**src/rtl/imem_loader.sv**
```systemverilog
`default_nettype none
// ============================================================================
// Module   : imem_loader
// Purpose  : Streams a program image into instruction memory and holds the
//            CPU in reset until the whole image has been written.
//            Stream: 2-byte big-endian word count N, then N big-endian words.
// Ports    : CLK, rst        - clock, synchronous active-high reset
//            in_valid/in_data/in_ready - byte stream handshake
//            imem_we/imem_addr/imem_wdata - instruction memory write port
//            cpu_rst         - CPU reset, high until the image is complete
//            done, error     - sticky status flags (cleared only by rst)
//            words_loaded    - words written since the last reset
// Revision : 1.0 - initial release
// ============================================================================
module imem_loader #(
  parameter int DEPTH = 128,
  parameter int CNT_W = 16
) (
  input  logic             CLK,
  input  logic             rst,
  input  logic             in_valid,
  input  logic [7:0]       in_data,
  output logic             in_ready,
  output logic             imem_we,
  output logic [31:0]      imem_addr,
  output logic [31:0]      imem_wdata,
  output logic             cpu_rst,
  output logic             done,
  output logic             error,
  output logic [CNT_W-1:0] words_loaded
);

  // One spare bit so that an index equal to DEPTH is representable.
  localparam int WIDX_W = $clog2(DEPTH) + 1;

  typedef enum logic [2:0] {
    S_HDR_HI = 3'd0,
    S_HDR_LO = 3'd1,
    S_DATA   = 3'd2,
    S_FINISH = 3'd3,
    S_DONE   = 3'd4,
    S_ERR    = 3'd5
  } state_t;

  state_t             r_state;
  state_t             w_state_nxt;
  logic [7:0]         r_cnt_hi;
  logic [CNT_W-1:0]   r_count;
  logic [1:0]         r_byte_idx;
  logic [23:0]        r_asm;       // first three bytes of the word in flight
  logic [WIDX_W-1:0]  r_word_idx;

  logic               w_accept;
  logic [15:0]        w_hdr_cnt;
  logic               w_last_word;

  assign w_accept    = in_valid && in_ready;
  assign w_hdr_cnt   = {r_cnt_hi, in_data};
  assign w_last_word = ((CNT_W'(r_word_idx) + CNT_W'(1)) == r_count);

  always_comb begin
    w_state_nxt = r_state;
    in_ready    = 1'b0;
    case (r_state)
      S_HDR_HI: begin
        in_ready = 1'b1;
        if (w_accept) w_state_nxt = S_HDR_LO;
      end
      S_HDR_LO: begin
        in_ready = 1'b1;
        if (w_accept) begin
          if (w_hdr_cnt == 16'd0)             w_state_nxt = S_DONE;
          else if (w_hdr_cnt > 16'(DEPTH))    w_state_nxt = S_ERR;
          else                                w_state_nxt = S_DATA;
        end
      end
      S_DATA: begin
        in_ready = 1'b1;
        if (w_accept && (r_byte_idx == 2'd3) && w_last_word)
          w_state_nxt = S_FINISH;
      end
      S_FINISH: w_state_nxt = S_DONE;
      S_DONE:   w_state_nxt = S_DONE;
      S_ERR:    w_state_nxt = S_ERR;
      default:  w_state_nxt = S_HDR_HI;
    endcase
  end

  always_ff @(posedge CLK) begin
    if (rst) begin
      r_state      <= S_HDR_HI;
      r_cnt_hi     <= 8'd0;
      r_count      <= '0;
      r_byte_idx   <= 2'd0;
      r_asm        <= 24'd0;
      r_word_idx   <= '0;
      imem_we      <= 1'b0;
      imem_addr    <= 32'd0;
      imem_wdata   <= 32'd0;
      cpu_rst      <= 1'b1;
      done         <= 1'b0;
      error        <= 1'b0;
      words_loaded <= '0;
    end else begin
      r_state <= w_state_nxt;
      imem_we <= 1'b0;

      if (w_accept && (r_state == S_HDR_HI)) r_cnt_hi <= in_data;
      if (w_accept && (r_state == S_HDR_LO)) r_count  <= CNT_W'(w_hdr_cnt);

      if (w_accept && (r_state == S_DATA)) begin
        if (r_byte_idx == 2'd3) begin
          imem_we      <= 1'b1;
          imem_wdata   <= {r_asm, in_data};
          imem_addr    <= 32'({r_word_idx, 2'b00});
          words_loaded <= words_loaded + CNT_W'(1);
          r_word_idx   <= r_word_idx + WIDX_W'(1);
          r_byte_idx   <= 2'd0;
        end else begin
          r_asm      <= {r_asm[15:0], in_data};
          r_byte_idx <= r_byte_idx + 2'd1;
        end
      end

      // Status follows the registered state, so the CPU leaves reset one
      // edge after FINISH, strictly after the final write has landed.
      cpu_rst <= (r_state != S_DONE);
      if (r_state == S_DONE) done  <= 1'b1;
      if (r_state == S_ERR)  error <= 1'b1;
    end
  end

endmodule
`default_nettype wire
```
**config.mk**
```make
export PLATFORM = sky130hd
export DESIGN_NAME = imem_loader
export DESIGN_NICKNAME = d
export VERILOG_FILES = /design/src/rtl/imem_loader.sv
export SDC_FILE = /design/constraint.sdc
export NUM_CORES = 1
export LEC_CHECK = 0
export BUFFER_PORTS_ARGS = -buffer_cell sky130_fd_sc_hd__buf_2
export CELL_PAD_IN_SITES_DETAIL_PLACEMENT = 1
export CELL_PAD_IN_SITES_GLOBAL_PLACEMENT = 1
export CORE_ASPECT_RATIO = 1.4
export CORE_UTILIZATION = 40
export CTS_BUF_LIST = sky130_fd_sc_hd__clkbuf_8 sky130_fd_sc_hd__clkbuf_16
export DETAILED_ROUTE_END_ITERATION = 10
export GPL_TIMING_DRIVEN = 0
export PLACE_DENSITY_LB_ADDON = 0.08
export SLEW_MARGIN = 20
export SYNTH_ARGS = -nofsm -noshare
export SYNTH_HDL_FRONTEND = slang
export SYNTH_SLANG_ARGS = --single-unit
```
**constraint.sdc**
```tcl
create_clock -name CLK -period 1.95 [get_ports CLK]
set_clock_uncertainty 0.05 [all_clocks]
set_input_delay 0.0975 -clock CLK [delete_from_list [all_inputs] [get_ports CLK]]
set_output_delay 0.0975 -clock CLK [all_outputs]
set_load 0.01 [all_outputs]
```
-- Word-level counts from Yosys, hierarchy flattened
Cells that the tools add are included.
- output and inout bits: 85
- bits in registers: 121
- bits of input ports: 11
- $lt $le $gt $ge: 1
- eq/ne operators: 11
- add/subtract/negate cells: 4
- reductions and logical operators: 14
- bitwise operators: 2
- muxes and demuxes: 9
- operator list (kind ; count):
    adder 16 x 1 -> 16 bit (second input constant) ; 1
    equality test 9 x 16 -> 1 bit ; 1
    greater-than comparator 16 x 8 -> 1 bit (second input constant) ; 1
    logical NOT 16 bit ; 1
    two-way mux 3 bit ; 5
    case mux 3 bit (5 select lines) ; 1
    adder 8 x 1 -> 9 bit (second input constant) ; 1
    adder 8 x 1 -> 8 bit (second input constant) ; 1
    equality test 3 x 2 -> 1 bit (second input constant) ; 2
    equality test 3 bit (second input constant) ; 2
    logical AND 1 bit ; 6
    != test 2 bit (second input constant) ; 3
    AND reduction 2 bit ; 2
    OR reduction 2 bit ; 2
    equality test 3 x 1 -> 1 bit (second input constant) ; 1
    logical NOT 3 bit ; 1
    != test 3 bit (second input constant) ; 1
    AND reduction 3 bit ; 1
    OR reduction 3 bit ; 1
    adder 2 x 1 -> 2 bit (second input constant) ; 1
    equality test 2 bit (second input constant) ; 1
    two-way mux 1 bit ; 2
    two-way mux 2 bit ; 1
    inverter 1 bit ; 2

-- Depth between registers and ports, before layout
- word-level depth: 8
- gate-level depth with buffers: 8
- gate-level depth less buffers: 6

-- Least setup slack after synthesis
No wires, ideal clock.
- kind: reg2reg
- start: reg r_state[2]
- end: reg imem_addr[8]
- arrival time: 1.463 ns
- buffers on the path: 4
- library setup time: 0.132 ns
- required time: 1.768 ns
- cell stages (with the launch flop): 9
- setup slack: 0.305 ns
- cell sequence: dfxtp_1 > buf_2 > and4bb_2 > and2_1 > buf_4 > buf_4 > buf_4 > nand2_1 > a21oi_1
- longest elaborated chain between the ends: 6
- elaborated cells on any way between the ends: 8
- classes of those cells: eq/ne: 2; mux: 1; reduce/logical: 5
- ends and longest elaborated chain (item ; RTL line ; source):
    start, declared ; 45 ; state_t r_state;
    start signal, assigned ; 105 ; r_state <= w_state_nxt;
    equality test 3 x 1 -> 1 bit, or another cell as far along ; 64 ; case (r_state)
    OR reduction 3 bit (no source line) ; -- ;
    two-way mux 1 bit ; 64 ;
    logical AND 1 bit ; 57 ; assign w_accept = in_valid && in_ready;
    logical AND 1 bit * ; 111 ; if (w_accept && (r_state == S_DATA)) begin
    AND reduction 2 bit (no source line) * ; -- ;
    end signal, assigned ; 115 ; imem_addr <= 32'({r_word_idx, 2'b00});
    end, declared ; 25 ; output logic [31:0] imem_addr,
Mark *: on every way between the ends. The rest lies on a longest branch, timed or not.
A chain may end at the register's enable or synchronous reset.

-- Worst setup path after layout
- start: in in_data[0]
- end: reg r_state[0]
- longest elaborated chain between the ends: 5
- elaborated cells on any way between the ends: 6
- classes of those cells: order compare: 1; mux: 4; reduce/logical: 1
- ends and longest elaborated chain (item ; RTL line ; source):
    start, declared ; 22 ; input logic [7:0] in_data,
    greater-than comparator 16 x 8 -> 1 bit ; 73 ; else if (w_hdr_cnt > 16'(DEPTH)) w_state_nxt = S_ERR;
    two-way mux 3 bit ; 73 ;
    two-way mux 3 bit * ; 72 ; if (w_hdr_cnt == 16'd0) w_state_nxt = S_DONE;
    two-way mux 3 bit * ; 71 ; if (w_accept) begin
    case mux 3 bit (5 select lines) * ; 64 ;
Mark *: on every way between the ends. The rest lies on a longest branch, timed or not. The select of a mux whose other input is x is not followed.

==> summary.txt <==
Layout
  • Multi-input gate area: between 2000 and 2500 sq um
  • Final core occ: a little over half
  • Final #Nets: 755
  • Layout cells sized above 1: 21.28%
  • Register area: 2422 sq um
  • Syn-to-layout area delta: 27.41%
  • Ant diodes: 0
  • Filler cells: 1,525

Clocking
  • H-tree Lvls: 4
  • Skew-Pair Late Insertion Delay: approximately 410 ps
  • CTS max path bufs: 2
  • Inserted Clock Buffers: 17
  • Root Driver: clkbuf_16
  • CTS tree: built
  • Worst-path clk slew: 50 ps
  • CTS sink count: 121

STA
  • Final Cycle Share: 99.19%
  • Tmin final: about 1900 ps
  • Max Slew Vio Count: 0
  • TNS Setup: 0 ps
  • Slew at the pin closest to its max-slew limit: ~680 ps
  • Unrepaired setup endpoints after global routing: yes
  • Hold Slack: approximately 10 ps
  • Setup Viol. Count Final: 0
  • Fmax: roughly 520 MHz
  • Final hold vios: 0
  • Max_slew headroom: 54.51%

Placed design
  • Buffers on Ports: between 70 and 80
  • Detailed-placement wirelength estimate: 10.33 mm
  • RePlAce Congestion: 0.8488

Worst setup path
  • Crit Path Class: input pin to flop
  • Critical Path Max Stage Delay: 540 ps
  • Reg2reg path depth: 6
  • Critical Path Sink Type: flop
  • CP max FO: 5
  • Slowest CP cell: dlygate4sd3_1
  • Critical Path Source Type: input pin
  • Data arrival, critical path: 2150 ps
  • Worst path cell trace: dlygate4sd3_1 -> buf_2 -> or4_4 -> o21a_1 -> or3_1 -> a21oi_1 -> o22ai_1
  • Critical Path RT: 2160 ps

Synth
  • Largest area contributor in the netlist: dfxtp_1
  • Synth unique cells: 43
  • Synth top area cells: dfxtp_1, nand2_1, a21oi_1
  • Synth Area per Inst: 7.950 sq um
  • Part of the Yosys area used for sequential elements: 49.22%
  • Register bit total from synthesis: 121
  • Yosys warns: 0
  • Yosys top cell area share: 49.22%
  • Post-synth ARST share: 0%
  • Post-synth EDFFs: 0
  • Mapped cell area: a little under 5000 sq um
  • Syn Inst Count: about 620
  • Post-synth top flop: dfxtp_1

Drt
  • WL/cell: approximately 16 um
  • Starting DRT DRC Count: 102
  • DRT antenna net count: 0
  • Pre-antenna DRT Iters: 4
  • Vias per inst: 5.021
  • Post-Route WL: approximately 14 mm
  • Residual DRC count: 0
  • Via count: between 4k and 5k

Min path
  • WHS Path Cells: 3
  • Worst hold path type: input pin to flop

Global route
  • Largest net degree at the start of global routing: 17
  • Antenna violations before repair: 0
  • GR Overflow Total: 0
  • Global Route Usage Sum: a little under a quarter
  • Vias in the first global route: 4,568
  • First-pass GRT wire length: approximately 23 mm

Floorplan
  • FP Rows: 47
  • Die X: 95.74 um
  • Ports: 96
  • Initial Util: 41.43%
  • Core region area: 11,880 sq um
  • Die Y: 133.2 um
  • Die ar.: 12,760 sq um

Power
  • Power Total: 5853 uW
  • PwrDens: 933.6 nW/um^2
  • Maximum vdd drop: 0.4361 mV
  • Leak: 0.002505 uW

Status
  • Outcome: completed

Job
  • Max-cap violations: 0
-- placed cells by master (no fill, tap or decap), types with 14 or more instances in the layout --
| master | n |
|---|---|
| nand2_1 | 196 |
| dfxtp_1 | 121 |
| a21oi_1 | 101 |
| buf_2 | 80 |
| nor2_1 | 26 |
| buf_4 | 25 |
| conb_1 | 24 |
| clkbuf_1 | 18 |
| clkbuf_16 | 17 |
| xor2_1 | 15 |
| xnor2_1 | 14 |
-- registers in the layout, summed over array words and instances (netlist names) --
signal	flops
imem_addr	8
imem_we	1
imem_wdata	32
r_byte_idx	2
r_count	16
r_asm	24
words_loaded	16
cpu_rst	1
r_cnt_hi	8
error	1
done	1
r_state	3
r_word_idx	8
-- layer usage --
layer  global-route usage (%)  part of all wire [%]  routed length (um)  up-vias
met5                        0                     0                   0        -
li1                         -                     -                   -     2232
met4                    7.794                   1.9                 278        0
met1                    25.80                    41                5797     2187
met2                    43.77                    55                7883       74
met3                    4.281                   2.4                 340       21
-- worst paths after layout --
path                           end      startpoint  slack (ps)
hold reg to reg     imem_wdata[26]  imem_wdata[26]         400
setup / recovery        r_state[0]      in_data[0]          20
setup reg to reg  words_loaded[12]      r_state[2]          80
hold / removal          r_state[1]        in_valid          10
-- final cells by class --
class / instances / share of cell area, %
buffer: 63 / 6.146
inverter: 3 / 0.1796
timing repair buffer: 81 / 7.224
clock buffer: 19 / 7.224
clock inverter: 11 / 1.716
sequential: 121 / 38.63
tap: 147 / 2.934
multi-input combinational: 454 / 35.94
-- repair_timing --
action                     CTS  global route
hold endpoints to repair    34             0
gates resized for setup     12            15
setup endpoints to repair   70            54
hold buffers                 9             0
pin swaps                    1             1
setup buffers                0             1
-- worst max-delay path, delay by kind of cell --
| kind | cells | cell delay [ps] |
|---|---|---|
| compound gates | 3 | 480 |
| simple gates | 2 | 850 |
| buf+inv | 2 | 710 |
-- metrics by stage --
stage          cell area (sq um)  instances  worst slack [ps]
2_1_floorplan               5007        642             304.7
3_3_place_gp                5547        860            -68.05
3_5_place_dp                5547        860            -119.8
4_1_cts                     6227        899            -3.724
5_1_grt                     6270        899            -6.694
6_report                    6270        899             15.82
-- synth_stat cells (7+ instances only) --
master and n:
dfxtp_1 121, buf_2 10, nor3_1 11, o21ai_0 7, nor2_1 28, a21oi_1 101
clkbuf_1 27, xnor2_1 14, nand2_1 196, buf_4 27, xor2_1 15, nand4_1 9
-- kinds of logic (layout without fill, tap and decap cells) --
kind of cell	count (synthesis)	after routing	share of synthesized area (%)
muxes	1	1	0.2034
adders and majority gates	3	3	0.7629
other	1	24	0.07620
and+or+nand+nor	280	280	24.59
buffers and inverters	67	177	7.424
DFF	121	121	49.22
xor gates and xnor gates	29	29	5.162
AOI/OAI and AO/OA	117	117	12.56
-- power breakdown --
group | switching [uW] | leakage, uW | internal [uW] | total (uW)
clock network | 1090 | 0.000283 | 1910 | 3000
logic | 203 | 0.00125 | 121 | 324
registers | 22.0 | 0.000977 | 2510 | 2530
total | 1320 | 0.00251 | 4540 | 5850
Note: power is estimated with default switching activity, not from simulation.
